`config.mk`:
```
export PLATFORM = sky130hd
export DESIGN_NAME = sram_like_arbiter_flat
export DESIGN_NICKNAME = d
export VERILOG_FILES = /design/src/rtl/sram_like_arbiter_pkg.sv /design/src/rtl/sram_like_arbiter_if.sv /design/src/rtl/sram_like_arbiter_id_fifo.sv /design/src/rtl/sram_like_arbiter.sv /design/src/flat_wrapper.sv
export SDC_FILE = /design/constraint.sdc
export NUM_CORES = 1
export LEC_CHECK = 0
export ABC_AREA = 0
export BUFFER_PORTS_ARGS = -buffer_cell sky130_fd_sc_hd__buf_2
export CAP_MARGIN = 25
export CORE_AREA = 2 2 122 124
export DETAILED_ROUTE_END_ITERATION = 10
export DIE_AREA = 0 0 124 126
export MAX_ROUTING_LAYER = met4
export SLEW_MARGIN = 20
export SYNTH_ARGS = -nofsm -noshare
export SYNTH_HDL_FRONTEND = slang
export SYNTH_SLANG_ARGS = --single-unit
export TNS_END_PERCENT = 5
```
`constraint.sdc`:
```
create_clock -name clk -period 3.6 [get_ports clk]
set_input_delay 0.18 -clock clk [delete_from_list [all_inputs] [get_ports clk]]
set_output_delay 0.18 -clock clk [all_outputs]
set_load 0.02 [all_outputs]
```
`src/rtl/sram_like_arbiter_pkg.sv`:
```
`default_nettype none
// ============================================================================
// Module   : sram_like_arbiter_pkg
// Brief    : Shared ids, bus widths and grant helper for the sram-like arbiter.
// Revision : 1.0 - initial release
// ============================================================================
package sram_like_arbiter_pkg;

  localparam logic SRAM_ID_INST    = 1'b0;
  localparam logic SRAM_ID_DATA    = 1'b1;
  // size + wstrb + addr + wdata; wr travels separately
  localparam int   SRAM_REQ_BUS_WD = 70;

  typedef enum logic {
    ID_INST = SRAM_ID_INST,
    ID_DATA = SRAM_ID_DATA
  } sram_id_e;

  function automatic sram_id_e pick_winner(input logic     inst_req,
                                           input logic     data_req,
                                           input sram_id_e tie_id);
    sram_id_e win;
    if (inst_req && data_req) win = tie_id;
    else if (data_req)        win = ID_DATA;
    else if (inst_req)        win = ID_INST;
    else                      win = tie_id;
    return win;
  endfunction

endpackage
`default_nettype wire

```
`src/rtl/sram_like_arbiter_if.sv`:
```
`default_nettype none
// ============================================================================
// Module   : sram_like_arbiter_if
// Brief    : One sram-like port; master drives the request, slave answers.
// Revision : 1.0 - initial release
// ============================================================================
interface sram_like_arbiter_if;

  logic        req;
  logic        wr;
  logic [1:0]  size;
  logic [3:0]  wstrb;
  logic [31:0] addr;
  logic [31:0] wdata;
  logic        addr_ok;
  logic        data_ok;
  logic [31:0] rdata;

  modport master (
    output req, wr, size, wstrb, addr, wdata,
    input  addr_ok, data_ok, rdata
  );

  modport slave (
    input  req, wr, size, wstrb, addr, wdata,
    output addr_ok, data_ok, rdata
  );

endinterface
`default_nettype wire

```
`src/rtl/sram_like_arbiter_id_fifo.sv`:
```
`default_nettype none
// ============================================================================
// Module   : sram_arb_id_fifo
// Brief    : 1-bit wide id FIFO recording which master owns each outstanding
//            transaction, oldest at the head.
// Revision : 1.0 - initial release
// ============================================================================
module sram_arb_id_fifo #(
  parameter int DEPTH = 2
) (
  input  wire logic clk,
  input  wire logic resetn,
  input  wire logic push,
  input  wire logic push_id,
  input  wire logic pop,
  output logic      full,
  output logic      empty,
  output logic      head
);

  localparam int               PTR_W    = $clog2(DEPTH);
  localparam int               CNT_W    = PTR_W + 1;
  localparam logic [CNT_W-1:0] FULL_CNT = CNT_W'(DEPTH);

  logic [DEPTH-1:0] slots_q,  slots_d;
  logic [PTR_W-1:0] wr_ptr_q, wr_ptr_d;
  logic [PTR_W-1:0] rd_ptr_q, rd_ptr_d;
  logic [CNT_W-1:0] count_q,  count_d;
  logic             push_ok;
  logic             pop_ok;

  assign full    = (count_q == FULL_CNT);
  assign empty   = (count_q == '0);
  assign head    = slots_q[rd_ptr_q];
  assign push_ok = push & ~full;
  assign pop_ok  = pop & ~empty;

  // Pointers wrap naturally because DEPTH is a power of two.
  always_comb begin
    slots_d  = slots_q;
    wr_ptr_d = wr_ptr_q;
    rd_ptr_d = rd_ptr_q;
    count_d  = count_q;
    if (push_ok) begin
      slots_d[wr_ptr_q] = push_id;
      wr_ptr_d          = wr_ptr_q + PTR_W'(1);
    end
    if (pop_ok) begin
      rd_ptr_d = rd_ptr_q + PTR_W'(1);
    end
    case ({push_ok, pop_ok})
      2'b10:   count_d = count_q + CNT_W'(1);
      2'b01:   count_d = count_q - CNT_W'(1);
      default: count_d = count_q;
    endcase
  end

  always_ff @(posedge clk or negedge resetn) begin
    if (!resetn) begin
      slots_q  <= '0;
      wr_ptr_q <= '0;
      rd_ptr_q <= '0;
      count_q  <= '0;
    end else begin
      slots_q  <= slots_d;
      wr_ptr_q <= wr_ptr_d;
      rd_ptr_q <= rd_ptr_d;
      count_q  <= count_d;
    end
  end

endmodule
`default_nettype wire

```
`src/rtl/sram_like_arbiter.sv`:
```
`default_nettype none
// ============================================================================
// Module   : sram_like_arbiter
// Brief    : Shares one sram-like memory port between the inst and data
//            masters; routes in-order responses back to their issuers.
//            Define SRAM_ARB_RR_EN for round-robin ties (default: fixed).
// Revision : 1.0 - initial release
// ============================================================================
module sram_like_arbiter
  import sram_like_arbiter_pkg::*;
#(
  parameter int MAX_OUTSTANDING = 2,
  parameter int DATA_PRIO       = 1
) (
  input  wire logic           clk,
  input  wire logic           resetn,
  sram_like_arbiter_if.slave  inst_sram,
  sram_like_arbiter_if.slave  data_sram,
  sram_like_arbiter_if.master mem
);

  localparam sram_id_e PRIO_ID = (DATA_PRIO != 0) ? ID_DATA : ID_INST;

  logic                       lock_q,    lock_d;
  sram_id_e                   lock_id_q, lock_id_d;
  sram_id_e                   tie_id;
  sram_id_e                   winner;
  sram_id_e                   head_id;
  logic                       winner_req;
  logic                       winner_wr;
  logic                       issue;
  logic                       accept;
  logic                       fifo_full;
  logic                       fifo_empty;
  logic                       fifo_head;
  logic                       resp_valid;
  logic                       inst_data_ok;
  logic                       data_data_ok;
  logic [SRAM_REQ_BUS_WD-1:0] inst_bus;
  logic [SRAM_REQ_BUS_WD-1:0] data_bus;
  logic [SRAM_REQ_BUS_WD-1:0] win_bus;

`ifdef SRAM_ARB_RR_EN
  sram_id_e rr_q, rr_d;

  // rr_q names the port that wins the next tie; the port just accepted yields.
  always_comb begin
    rr_d = rr_q;
    if (accept) begin
      rr_d = (winner == ID_DATA) ? ID_INST : ID_DATA;
    end
  end

  always_ff @(posedge clk or negedge resetn) begin
    if (!resetn) begin
      rr_q <= PRIO_ID;
    end else begin
      rr_q <= rr_d;
    end
  end

  assign tie_id = rr_q;
`else
  assign tie_id = PRIO_ID;
`endif

  always_comb begin
    winner     = lock_q ? lock_id_q : pick_winner(inst_sram.req, data_sram.req, tie_id);
    winner_req = (winner == ID_DATA) ? data_sram.req : inst_sram.req;
    winner_wr  = (winner == ID_DATA) ? data_sram.wr  : inst_sram.wr;
  end

  // Full comes from the registered count, so a same-cycle response never
  // reopens issue and there is no data_ok -> req path.
  assign issue  = winner_req & ~fifo_full;
  assign accept = issue & mem.addr_ok;

  assign inst_bus = {inst_sram.size, inst_sram.wstrb, inst_sram.addr, inst_sram.wdata};
  assign data_bus = {data_sram.size, data_sram.wstrb, data_sram.addr, data_sram.wdata};
  assign win_bus  = (winner == ID_DATA) ? data_bus : inst_bus;

  assign mem.req = issue;
  assign mem.wr  = issue & winner_wr;
  assign {mem.size, mem.wstrb, mem.addr, mem.wdata} = issue ? win_bus : '0;

  assign inst_sram.addr_ok = accept & (winner == ID_INST);
  assign data_sram.addr_ok = accept & (winner == ID_DATA);

  always_comb begin
    lock_d    = lock_q;
    lock_id_d = lock_id_q;
    if (issue && !mem.addr_ok) begin
      lock_d    = 1'b1;
      lock_id_d = winner;
    end else if (accept) begin
      lock_d    = 1'b0;
    end
  end

  always_ff @(posedge clk or negedge resetn) begin
    if (!resetn) begin
      lock_q    <= 1'b0;
      lock_id_q <= PRIO_ID;
    end else begin
      lock_q    <= lock_d;
      lock_id_q <= lock_id_d;
    end
  end

  sram_arb_id_fifo #(
    .DEPTH (MAX_OUTSTANDING)
  ) u_id_fifo (
    .clk     (clk),
    .resetn  (resetn),
    .push    (accept),
    .push_id (winner),
    .pop     (resp_valid),
    .full    (fifo_full),
    .empty   (fifo_empty),
    .head    (fifo_head)
  );

  // A response with nothing outstanding is dropped silently.
  assign resp_valid   = mem.data_ok & ~fifo_empty;
  assign head_id      = sram_id_e'(fifo_head);
  assign inst_data_ok = resp_valid & (head_id == ID_INST);
  assign data_data_ok = resp_valid & (head_id == ID_DATA);

  assign inst_sram.data_ok = inst_data_ok;
  assign data_sram.data_ok = data_data_ok;
  assign inst_sram.rdata   = inst_data_ok ? mem.rdata : '0;
  assign data_sram.rdata   = data_data_ok ? mem.rdata : '0;

endmodule
`default_nettype wire

```
`src/flat_wrapper.sv`:
```
// flat-port wrapper written by rule: the top's interface ports become plain ports
module sram_like_arbiter_flat import sram_like_arbiter_pkg::*;
#(
  parameter int MAX_OUTSTANDING = 2,
  parameter int DATA_PRIO       = 1
)
  (clk, resetn, inst_sram_req, inst_sram_wr, inst_sram_size, inst_sram_wstrb, inst_sram_addr, inst_sram_wdata, inst_sram_addr_ok, inst_sram_data_ok, inst_sram_rdata, data_sram_req, data_sram_wr, data_sram_size, data_sram_wstrb, data_sram_addr, data_sram_wdata, data_sram_addr_ok, data_sram_data_ok, data_sram_rdata, mem_req, mem_wr, mem_size, mem_wstrb, mem_addr, mem_wdata, mem_addr_ok, mem_data_ok, mem_rdata);
  sram_like_arbiter_if inst_sram_i ();
  sram_like_arbiter_if data_sram_i ();
  sram_like_arbiter_if mem_i ();
  input  wire logic clk;
  input  wire logic resetn;
  input wire logic [$bits(inst_sram_i.req)-1:0] inst_sram_req;
  input wire logic [$bits(inst_sram_i.wr)-1:0] inst_sram_wr;
  input wire logic [$bits(inst_sram_i.size)-1:0] inst_sram_size;
  input wire logic [$bits(inst_sram_i.wstrb)-1:0] inst_sram_wstrb;
  input wire logic [$bits(inst_sram_i.addr)-1:0] inst_sram_addr;
  input wire logic [$bits(inst_sram_i.wdata)-1:0] inst_sram_wdata;
  output wire logic [$bits(inst_sram_i.addr_ok)-1:0] inst_sram_addr_ok;
  output wire logic [$bits(inst_sram_i.data_ok)-1:0] inst_sram_data_ok;
  output wire logic [$bits(inst_sram_i.rdata)-1:0] inst_sram_rdata;
  input wire logic [$bits(data_sram_i.req)-1:0] data_sram_req;
  input wire logic [$bits(data_sram_i.wr)-1:0] data_sram_wr;
  input wire logic [$bits(data_sram_i.size)-1:0] data_sram_size;
  input wire logic [$bits(data_sram_i.wstrb)-1:0] data_sram_wstrb;
  input wire logic [$bits(data_sram_i.addr)-1:0] data_sram_addr;
  input wire logic [$bits(data_sram_i.wdata)-1:0] data_sram_wdata;
  output wire logic [$bits(data_sram_i.addr_ok)-1:0] data_sram_addr_ok;
  output wire logic [$bits(data_sram_i.data_ok)-1:0] data_sram_data_ok;
  output wire logic [$bits(data_sram_i.rdata)-1:0] data_sram_rdata;
  output wire logic [$bits(mem_i.req)-1:0] mem_req;
  output wire logic [$bits(mem_i.wr)-1:0] mem_wr;
  output wire logic [$bits(mem_i.size)-1:0] mem_size;
  output wire logic [$bits(mem_i.wstrb)-1:0] mem_wstrb;
  output wire logic [$bits(mem_i.addr)-1:0] mem_addr;
  output wire logic [$bits(mem_i.wdata)-1:0] mem_wdata;
  input wire logic [$bits(mem_i.addr_ok)-1:0] mem_addr_ok;
  input wire logic [$bits(mem_i.data_ok)-1:0] mem_data_ok;
  input wire logic [$bits(mem_i.rdata)-1:0] mem_rdata;
  assign inst_sram_i.req = inst_sram_req;
  assign inst_sram_i.wr = inst_sram_wr;
  assign inst_sram_i.size = inst_sram_size;
  assign inst_sram_i.wstrb = inst_sram_wstrb;
  assign inst_sram_i.addr = inst_sram_addr;
  assign inst_sram_i.wdata = inst_sram_wdata;
  assign inst_sram_addr_ok = inst_sram_i.addr_ok;
  assign inst_sram_data_ok = inst_sram_i.data_ok;
  assign inst_sram_rdata = inst_sram_i.rdata;
  assign data_sram_i.req = data_sram_req;
  assign data_sram_i.wr = data_sram_wr;
  assign data_sram_i.size = data_sram_size;
  assign data_sram_i.wstrb = data_sram_wstrb;
  assign data_sram_i.addr = data_sram_addr;
  assign data_sram_i.wdata = data_sram_wdata;
  assign data_sram_addr_ok = data_sram_i.addr_ok;
  assign data_sram_data_ok = data_sram_i.data_ok;
  assign data_sram_rdata = data_sram_i.rdata;
  assign mem_req = mem_i.req;
  assign mem_wr = mem_i.wr;
  assign mem_size = mem_i.size;
  assign mem_wstrb = mem_i.wstrb;
  assign mem_addr = mem_i.addr;
  assign mem_wdata = mem_i.wdata;
  assign mem_i.addr_ok = mem_addr_ok;
  assign mem_i.data_ok = mem_data_ok;
  assign mem_i.rdata = mem_rdata;
  sram_like_arbiter #(.MAX_OUTSTANDING(MAX_OUTSTANDING), .DATA_PRIO(DATA_PRIO)) u_core (.clk(clk), .resetn(resetn), .inst_sram(inst_sram_i), .data_sram(data_sram_i), .mem(mem_i));
endmodule
```
---- Word level (Yosys, flattened, before mapping) ----
Cells that the tools add are included.
storage, ports and cells
  bits in registers ....................... 8
  bits of input ports ..................... 180
  word-level logic and storage cells ...... 55
cells by class
  $add $sub $neg .......................... 4
  $lt $le $gt $ge ......................... 3
  equal/unequal tests ..................... 3
  multiplexer cells ....................... 18
  bitwise gates (word level) .............. 14
  reduce and logical (&&, ||, !) cells .... 7
operators by type and width
  cell                   count
  $mux W70               2
  $mux W32               2
  $mux W1                11
  $and A1 B1 Y1          10
  $eq A2 B2 Y1 const B   2
  $lt A1 B2 Y1 const B   2
  $not A1 Y1             4
  $pmux W2 S2            1
  $reduce_bool A2 Y1     2
  $logic_and A1 B1 Y1    3
  $add A1 B1 Y1 const B  2
  $add A2 B1 Y2 const B  1
  $bwmux W2              1
  $eq A2 B1 Y1 const B   1
  $logic_not A2 Y1       1
  $sub A2 B1 Y2 const B  1
  $demux W1 S1           1
  $ge A1 B1 Y1 const B   1
  $logic_not A1 Y1       1

---- Longest topological paths before layout ----
Gate-level depths: netlist of run 1.
  depth in word-level cells ............... 10
  gate-level depth with buffers ........... 8
  gate-level depth less buffers ........... 8

---- Cells and area by module ----
A second synthesis of run 1 with hierarchy kept.
unflattened totals
  cell total of the unflattened synthesis .. 382
  area total of the unflattened synthesis .. 2386.0 um^2
by module, submodules not included
  module             instances  cells each  area each (um^2)  seq. area each (um^2)
  sram_like_arbiter  1          359         2103.3            51.3
  sram_arb_id_fifo   1          23          282.8             150.1

---- Least setup slack after synthesis of run 1 ----
OpenSTA, ideal clock, no wires.
  path type ............................... register to output
  start ................................... register u_core.lock_id_q
  end ..................................... output mem_addr[28]
  arrival time ............................ 1.530 ns
  required time ........................... 3.420 ns
  path slack .............................. 1.890 ns
  stages on the path, launching flop included .. 7
  buffers on the path ..................... 2
  cell sequence ........................... dfstp_2 nand2b_2 o21a_1 buf_2 buf_2 nand2_1 a21oi_1
on the way
  longest elaborated chain between the ends .. 4
  elaborated cells between the ends (all ways) .. 5
  classes of those cells .................. mux (4); bitwise (1)
ends and longest elaborated chain
  item                    line                      source
  from (decl)             sram_like_arbiter.sv:25   sram_id_e lock_id_q, lock_id_d;
  from (signal assigned)  sram_like_arbiter.sv:106  lock_id_q <= lock_id_d;
  $mux W1 *               sram_like_arbiter.sv:68   winner = lock_q ? lock_id_q : pick_winner(inst_sram.req, data_sram.req, tie_id);
  $mux W1                 sram_like_arbiter.sv:69   winner_req = (winner == ID_DATA) ? data_sram.req : inst_sram.req;
  $and A1 B1 Y1           sram_like_arbiter.sv:75   assign issue = winner_req & ~fifo_full;
  $mux W70 *              sram_like_arbiter.sv:84   assign {mem.size, mem.wstrb, mem.addr, mem.wdata} = issue ? win_bus : '0;
  to (decl)               flat_wrapper.sv:35        output wire logic [$bits(mem_i.addr)-1:0] mem_addr;
Every way passes the cells marked *; elsewhere a longest branch is shown, timed or not.

---- Worst setup path in the final report of run 1 ----
  start ................................... register u_core.lock_id_q
  end ..................................... output mem_addr[0]
Same word-level chain as after synthesis.

==> flow_summary.json, run 1 <==
{
  "syn-num-nets": 528,
  "ys_ff_latch": 8,
  "io_pins": 320,
  "synth.cell_area_um2": 1920,
  "ctsLongestPathBuffers": 2,
  "antenna_left": 0,
  "root_buffer": "clkbuf_16",
  "drc_errors": 0,
  "cts.htree.levels": 1,
  "crit_type": "flip-flop to primary output",
  "pwr_density_cell_nw_per_um2": 795,
  "finalSetupTns_ps": 0,
  "clkTransAtPathRegs_ps": 40,
  "wl_per_cell_um": 11.8,
  "seqCellArea_um2": 201,
  "num_rows": 44,
  "port_buffers": 319,
  "worst_slew_pin_slew_ps": 786,
  "dieArea_um2": 15600,
  "fill_cells": 1627,
  "cts_resized": 0,
  "slew-limit-headroom_pct": 47.6,
  "clkLatencyLatePin_ps": 230,
  "hp-class": "input port to flip-flop",
  "p_leak_nw": 2.28,
  "grt_pass1_vias": 2948,
  "met1_usage_pct": 11.2,
  "dr.pass1.iters": 4,
  "synth_cell_types": 30,
  "core_area_um2": 14300,
  "vias": 3330,
  "power.total_mw": 2.95,
  "setup_viol": 0,
  "met2_usage_pct": 23.3,
  "clockPowerShare_pct": 6.5,
  "dp_hpwl_um": 7860,
  "synthTopCellsByArea": "nand2_1 28%, and2_1 21%, a21oi_1 19%, dfrtp_1 9.1%, buf_2 3.7%",
  "critPathArrivalTime_ps": 2260,
  "power_frac_comb_pct": 87.0,
  "grt_usage_pct": 11.2,
  "seq_power_share_pct": 6.5,
  "final.min_clock_period_ps": 2440,
  "rsz0062_at_grt": "false",
  "synth_top_area_share_pct": 28.0,
  "yosysTopAreaCell": "nand2_1",
  "antenna_found_initial": 3,
  "antennaDiodeCount": 0,
  "fmax_mhz": 410,
  "startpoint_type": "flip-flop",
  "numCtsBuffers": 3,
  "grt_pass1_wl_um": 13700,
  "post_cts_buffers": 0,
  "drive_gt1_share_pct": 51.7,
  "crit_fanout": 41,
  "switching_power_mw": 1.81,
  "cp.required_ps": 3420,
  "swShare_pct": 61.2,
  "grt_max_degree": 75,
  "gp_congestion": 0.810,
  "worst_hold_slack_ps": 251,
  "cts.sinks": 8,
  "critPathCaptureType": "primary output",
  "peakVddDrop_mv": 0.326,
  "vias_per_cell": 4.00,
  "period_share_pct": 67.7,
  "finalClockSkew_ps": 4.31,
  "syn2layout_area_growth_pct": 93.7,
  "final_nets": 830,
  "initialDrtViolationCount": 80,
  "dieHeight_um": 126,
  "stdcell_area_um2": 3710,
  "cts_tree": "yes",
  "wirelength_um": 9810,
  "avgSynthCellArea_um2": 5.52,
  "hold_viol": 0,
  "maxSlewViolCount": 0,
  "status": "complete, no violations",
  "cts_hold_buf": 1,
  "maxCapViolations": 0,
  "multi_input_area_um2": 1530,
  "grt_overflow_total": 0,
  "synthCells": 347,
  "yosysSeqAreaShare_pct": 10.5,
  "met3_usage_pct": 0.906,
  "busiest_layer": "met2",
  "die_x_um": 124,
  "placed_area_um2": 3620,
  "synth-warning-count": 0,
  "p_int_mw": 1.15,
  "start_util_pct": 13.4
}
[kinds of logic after synthesis]
group                    synth area share, %
AND/OR/NAND/NOR                         52.2
AO/OA/AOI/OAI                           22.8
buffers and inverters                   10.5
flip-flops                              10.5
XOR/XNOR                                2.28
multiplexers                            1.11
adder cells (fa/ha/maj)                0.653
[cell type report]
type / count / area share, %
sequential: 8 / 5.43
clock buffer: 4 / 2.12
multi-input combinational: 307 / 41.1
timing repair buffer: 326 / 44.8
tap: 184 / 6.20
inverter: 3 / 0.303
[synth_stat cells]
library cell	instances
nand2b_2	1
nand2b_1	2
mux2_1	1
mux2i_1	1
o221ai_2	1
inv_2	1
a21oi_1	71
dfrtp_1	7
a21boi_1	1
nand2_1	143
o21ai_4	1
buf_2	14
dfstp_2	1
and2_1	64
nand2_2	1
xnor2_1	4
a32o_1	1
ha_1	1
xor2_1	1
buf_4	5
o31ai_1	2
buf_6	6
nor2b_1	1
o21ai_1	1
inv_1	2
clkbuf_1	4
nor2_1	5
o21ai_0	1
nand3_1	2
o21a_1	1
[critical path, stage by stage (launching register included)]
cell and delay, ps:
dfstp_2 530, nand2b_2 180, o21a_2 600, buf_12 280, nand2_1 80, a21oi_1 140, buf_2 190
[power groups by stage]
stage / combinational [mW] / sequential, mW / clock [mW]
after CTS: 2.60 / 0.191 / 0.197
final: 2.57 / 0.191 / 0.192
after floorplan: 1.84 / 0.181 / 0
after detailed placement: 2.59 / 0.191 / 0
after global placement: 2.58 / 0.191 / 0
after global routing: 2.83 / 0.199 / 0.200
[layout by cell type, fill, tap and decap left out, types with 2 or more instances in the layout]
| cell type | instances |
|---|---|
| buf_4 | 5 |
| clkbuf_16 | 3 |
| buf_2 | 319 |
| nand3_1 | 2 |
| nor2_1 | 5 |
| dfrtp_1 | 7 |
| nand2_1 | 143 |
| a21oi_1 | 71 |
| inv_1 | 2 |
| and2_1 | 64 |
| xnor2_1 | 4 |
| o31ai_1 | 2 |
| nand2b_1 | 2 |
[path summary, 6_finish.rpt]
kind / from / endpoint / slack [ps] / depth (start not counted)
setup reg to reg: u_core.lock_q$_DFFE_PN0P_ / u_core.lock_q$_DFFE_PN0P_ / 1780 / 5
hold / removal: mem_addr_ok / u_core.lock_q$_DFFE_PN0P_ / 250 / 2
setup / recovery: u_core.lock_id_q$_DFFE_PN1P_ / mem_addr[0] / 1160 / 6
max in group asynchronous: resetn / u_core.lock_id_q$_DFFE_PN1P_ / 3030 / 2
hold reg to reg: u_core.u_id_fifo.rd_ptr_q$_DFFE_PN0P_ / u_core.u_id_fifo.rd_ptr_q$_DFFE_PN0P_ / 490 / 1
min in group asynchronous: resetn / u_core.u_id_fifo.slots_q[1]$_DFFE_PN0P_ / 340 / 2
[sequential cells by signal (all words and copies together), names as in the netlist]
register                   cells
u_core.u_id_fifo.slots_q       2
u_core.u_id_fifo.count_q       2
u_core.u_id_fifo.wr_ptr_q      1
u_core.lock_q                  1
u_core.u_id_fifo.rd_ptr_q      1
u_core.lock_id_q               1
[routing by layer]
layer	share of wire (%)	vias up
met2	54	204
li1	-	1705
met3	9.1	14
met1	36	1407
met4	0.94	0
met5	0	-
[through the flow]
step	util, %	worst slack (ps)	instances
after floorplan	-	1890	347
after global placement	25.3	1400	827
after detailed placement	25.3	1370	827
after CTS	25.9	1120	832
after global routing	25.9	955	832
final	25.9	1160	832
No activity file was read; power rests on OpenSTA's default activity.
==> run 2: changes to the inputs <==
--- a/config.mk
+++ b/config.mk
@@ -8,9 +8,9 @@
 export ABC_AREA = 0
 export BUFFER_PORTS_ARGS = -buffer_cell sky130_fd_sc_hd__buf_2
 export CAP_MARGIN = 25
-export CORE_AREA = 2 2 122 124
+export CORE_AREA = 2 2 126 128
 export DETAILED_ROUTE_END_ITERATION = 10
-export DIE_AREA = 0 0 124 126
+export DIE_AREA = 0 0 128 130
 export MAX_ROUTING_LAYER = met4
 export SLEW_MARGIN = 20
 export SYNTH_ARGS = -nofsm -noshare
==> constraint.sdc (replaced) <==
create_clock -name clk -period 2 [get_ports clk]
set_input_delay 0.1 -clock clk [delete_from_list [all_inputs] [get_ports clk]]
set_output_delay 0.1 -clock clk [all_outputs]
set_load 0.02 [all_outputs]
==> run 2 against run 1 <==
Register-to-register slack lost 1500 ps. Clock skew shrank 3.0 ps. Sequential share of layout area shrank 0.097 points. Die area grew 6.5%. Non-clock buffer count grew 1. Clock power grew 79%. Routed wire length shrank 1.5%. Critical path type unchanged. Critical endpoint is now mem_addr[11].
==> flow_summary.json, run 2 (same netlist as run 1, synthesis figures left out) <==
{
  "status": "complete, no violations",
  "seq_power_share_pct": 6.3,
  "startpoint_type": "flip-flop",
  "die_x_um": 128,
  "gp_congestion": 0.814,
  "vias": 3362,
  "io_pins": 320,
  "vias_per_cell": 4.00,
  "grt_pass1_vias": 2885,
  "cp.required_ps": 1900,
  "antennaDiodeCount": 0,
  "fmax_mhz": 524,
  "dr.pass1.iters": 4,
  "fill_cells": 1755,
  "peakVddDrop_mv": 0.762,
  "wirelength_um": 9660,
  "num_rows": 46,
  "finalClockSkew_ps": 1.35,
  "clockPowerShare_pct": 6.3,
  "maxSlewViolCount": 0,
  "dieHeight_um": 130,
  "rsz0062_at_grt": "false",
  "grt_overflow_total": 0,
  "grt_max_degree": 75,
  "critPathCaptureType": "primary output",
  "antenna_found_initial": 2,
  "wl_met1_um": 3490,
  "fin_util_pct": 24.5,
  "finalSetupTns_ps": 0,
  "critPathArrivalTime_ps": 1810,
  "met3_length_um": 782,
  "cts_resized": 0,
  "final_nets": 831,
  "dr_wl_met2_um": 5260,
  "p_leak_nw": 2.30,
  "cp_slowest_cell": "dfstp_2",
  "slew-limit-headroom_pct": 73.3,
  "worst_slew_pin_slew_ps": 399,
  "dp_hpwl_um": 8050,
  "reg.largest.list": "u_core.u_id_fifo.count_q x2, u_core.u_id_fifo.slots_q x2",
  "syn2layout_area_growth_pct": 97.2,
  "cts_tree": "yes",
  "crit_fanout": 44,
  "power.total_mw": 5.44,
  "crit_path_cell_trace": "nand2b_2 -> o21a_2 -> buf_12 -> nand2_1 -> a21oi_1 -> buf_2",
  "drc_errors": 0,
  "maxCapViolations": 0,
  "hp-class": "input port to flip-flop",
  "period_share_pct": 95.4,
  "cts.sinks": 8,
  "grt_usage_pct": 10.2,
  "numCtsBuffers": 3,
  "root_buffer": "clkbuf_16",
  "port_buffers": 319,
  "core_area_um2": 15400,
  "start_util_pct": 12.4,
  "grt_pass1_wl_um": 13400,
  "final.min_clock_period_ps": 1910,
  "drive_gt1_share_pct": 51.8,
  "swShare_pct": 59.8,
  "p_int_mw": 2.19,
  "max_stage_delay_ps": 530,
  "wl_per_cell_um": 11.5,
  "cts.htree.levels": 1,
  "dieArea_um2": 16600,
  "final_common_cell": "buf_2",
  "power_frac_comb_pct": 87.3,
  "setup_viol": 0,
  "crit_type": "flip-flop to primary output",
  "initialDrtViolationCount": 145,
  "pwr_density_cell_nw_per_um2": 1440,
  "final_cell_mix": "319 x buf_2, 143 x nand2_1, 71 x a21oi_1",
  "clkLatencyLatePin_ps": 230,
  "switching_power_mw": 3.25,
  "antenna_left": 0,
  "highest_layer": "met4",
  "clkTransAtPathRegs_ps": 40,
  "hold_viol": 0,
  "ctsLongestPathBuffers": 2
}
-- run 2: what timing repair did --
item	in CTS	in global routing
hold buffers	1	0
endpoints found under the hold margin	8	0
setup buffers	0	0
-- run 2: power groups by stage --
stage / registers, mW / clock network (mW) / logic, mW
2_1_floorplan: 0.326 / 0 / 3.32
3_3_place_gp: 0.341 / 0 / 4.79
3_5_place_dp: 0.344 / 0 / 4.78
4_1_cts: 0.344 / 0.351 / 4.80
5_1_grt: 0.355 / 0.359 / 5.18
6_report: 0.344 / 0.344 / 4.75
-- run 2: metal layers --
metal | track usage (%) | vias up
met5 | - | -
met4 | 1.87 | 0
met3 | 1.15 | 15
met2 | 21.6 | 195
met1 | 9.94 | 1442
li1 | - | 1710
-- run 2: worst paths after layout --
| check | cells past startpoint | slack (ps) | start | endpoint |
|---|---|---|---|---|
| min in group asynchronous | 2 | 250 | resetn | u_core.u_id_fifo.slots_q[1]$_DFFE_PN0P_ |
| hold / removal | 2 | 170 | mem_addr_ok | u_core.lock_q$_DFFE_PN0P_ |
| hold reg to reg | 1 | 490 | u_core.u_id_fifo.rd_ptr_q$_DFFE_PN0P_ | u_core.u_id_fifo.rd_ptr_q$_DFFE_PN0P_ |
| max in group asynchronous | 2 | 1510 | resetn | u_core.lock_id_q$_DFFE_PN1P_ |
| setup / recovery | 6 | 90 | u_core.lock_id_q$_DFFE_PN1P_ | mem_addr[11] |
| setup reg to reg | 7 | 250 | u_core.lock_q$_DFFE_PN0P_ | u_core.u_id_fifo.count_q[1]$_DFFE_PN0P_ |
-- run 2: metrics by stage --
step | hold slack [ps] | instance area, um2 | instances | setup slack [ps]
global placement | -48.6 | 3690 | 836 | 265
detailed placement | -50.0 | 3690 | 836 | 250
CTS | 174 | 3780 | 841 | 78.9
floorplan | -196 | 1920 | 347 | 314
global route | 206 | 3780 | 841 | 11.1
finish | 174 | 3780 | 841 | 91.9
-- run 2: critical path: cells and delay by family (launching register included) --
kind	cells	cell delay, ps
flip-flops	1	530
buffers and inverters	2	410
AO/OA/AOI/OAI	2	360
AND/OR/NAND/NOR	2	270
-- run 2: layout make-up --
cell class                      count  area [um2]  area share [%]
Sequential cell                     8         201            5.33
Inverter                            3        11.3           0.298
Tap cell                          192         240            6.36
Timing Repair Buffer              327        1720            45.5
Multi-Input combinational cell    307        1530            40.4
Clock buffer                        4        78.8            2.09
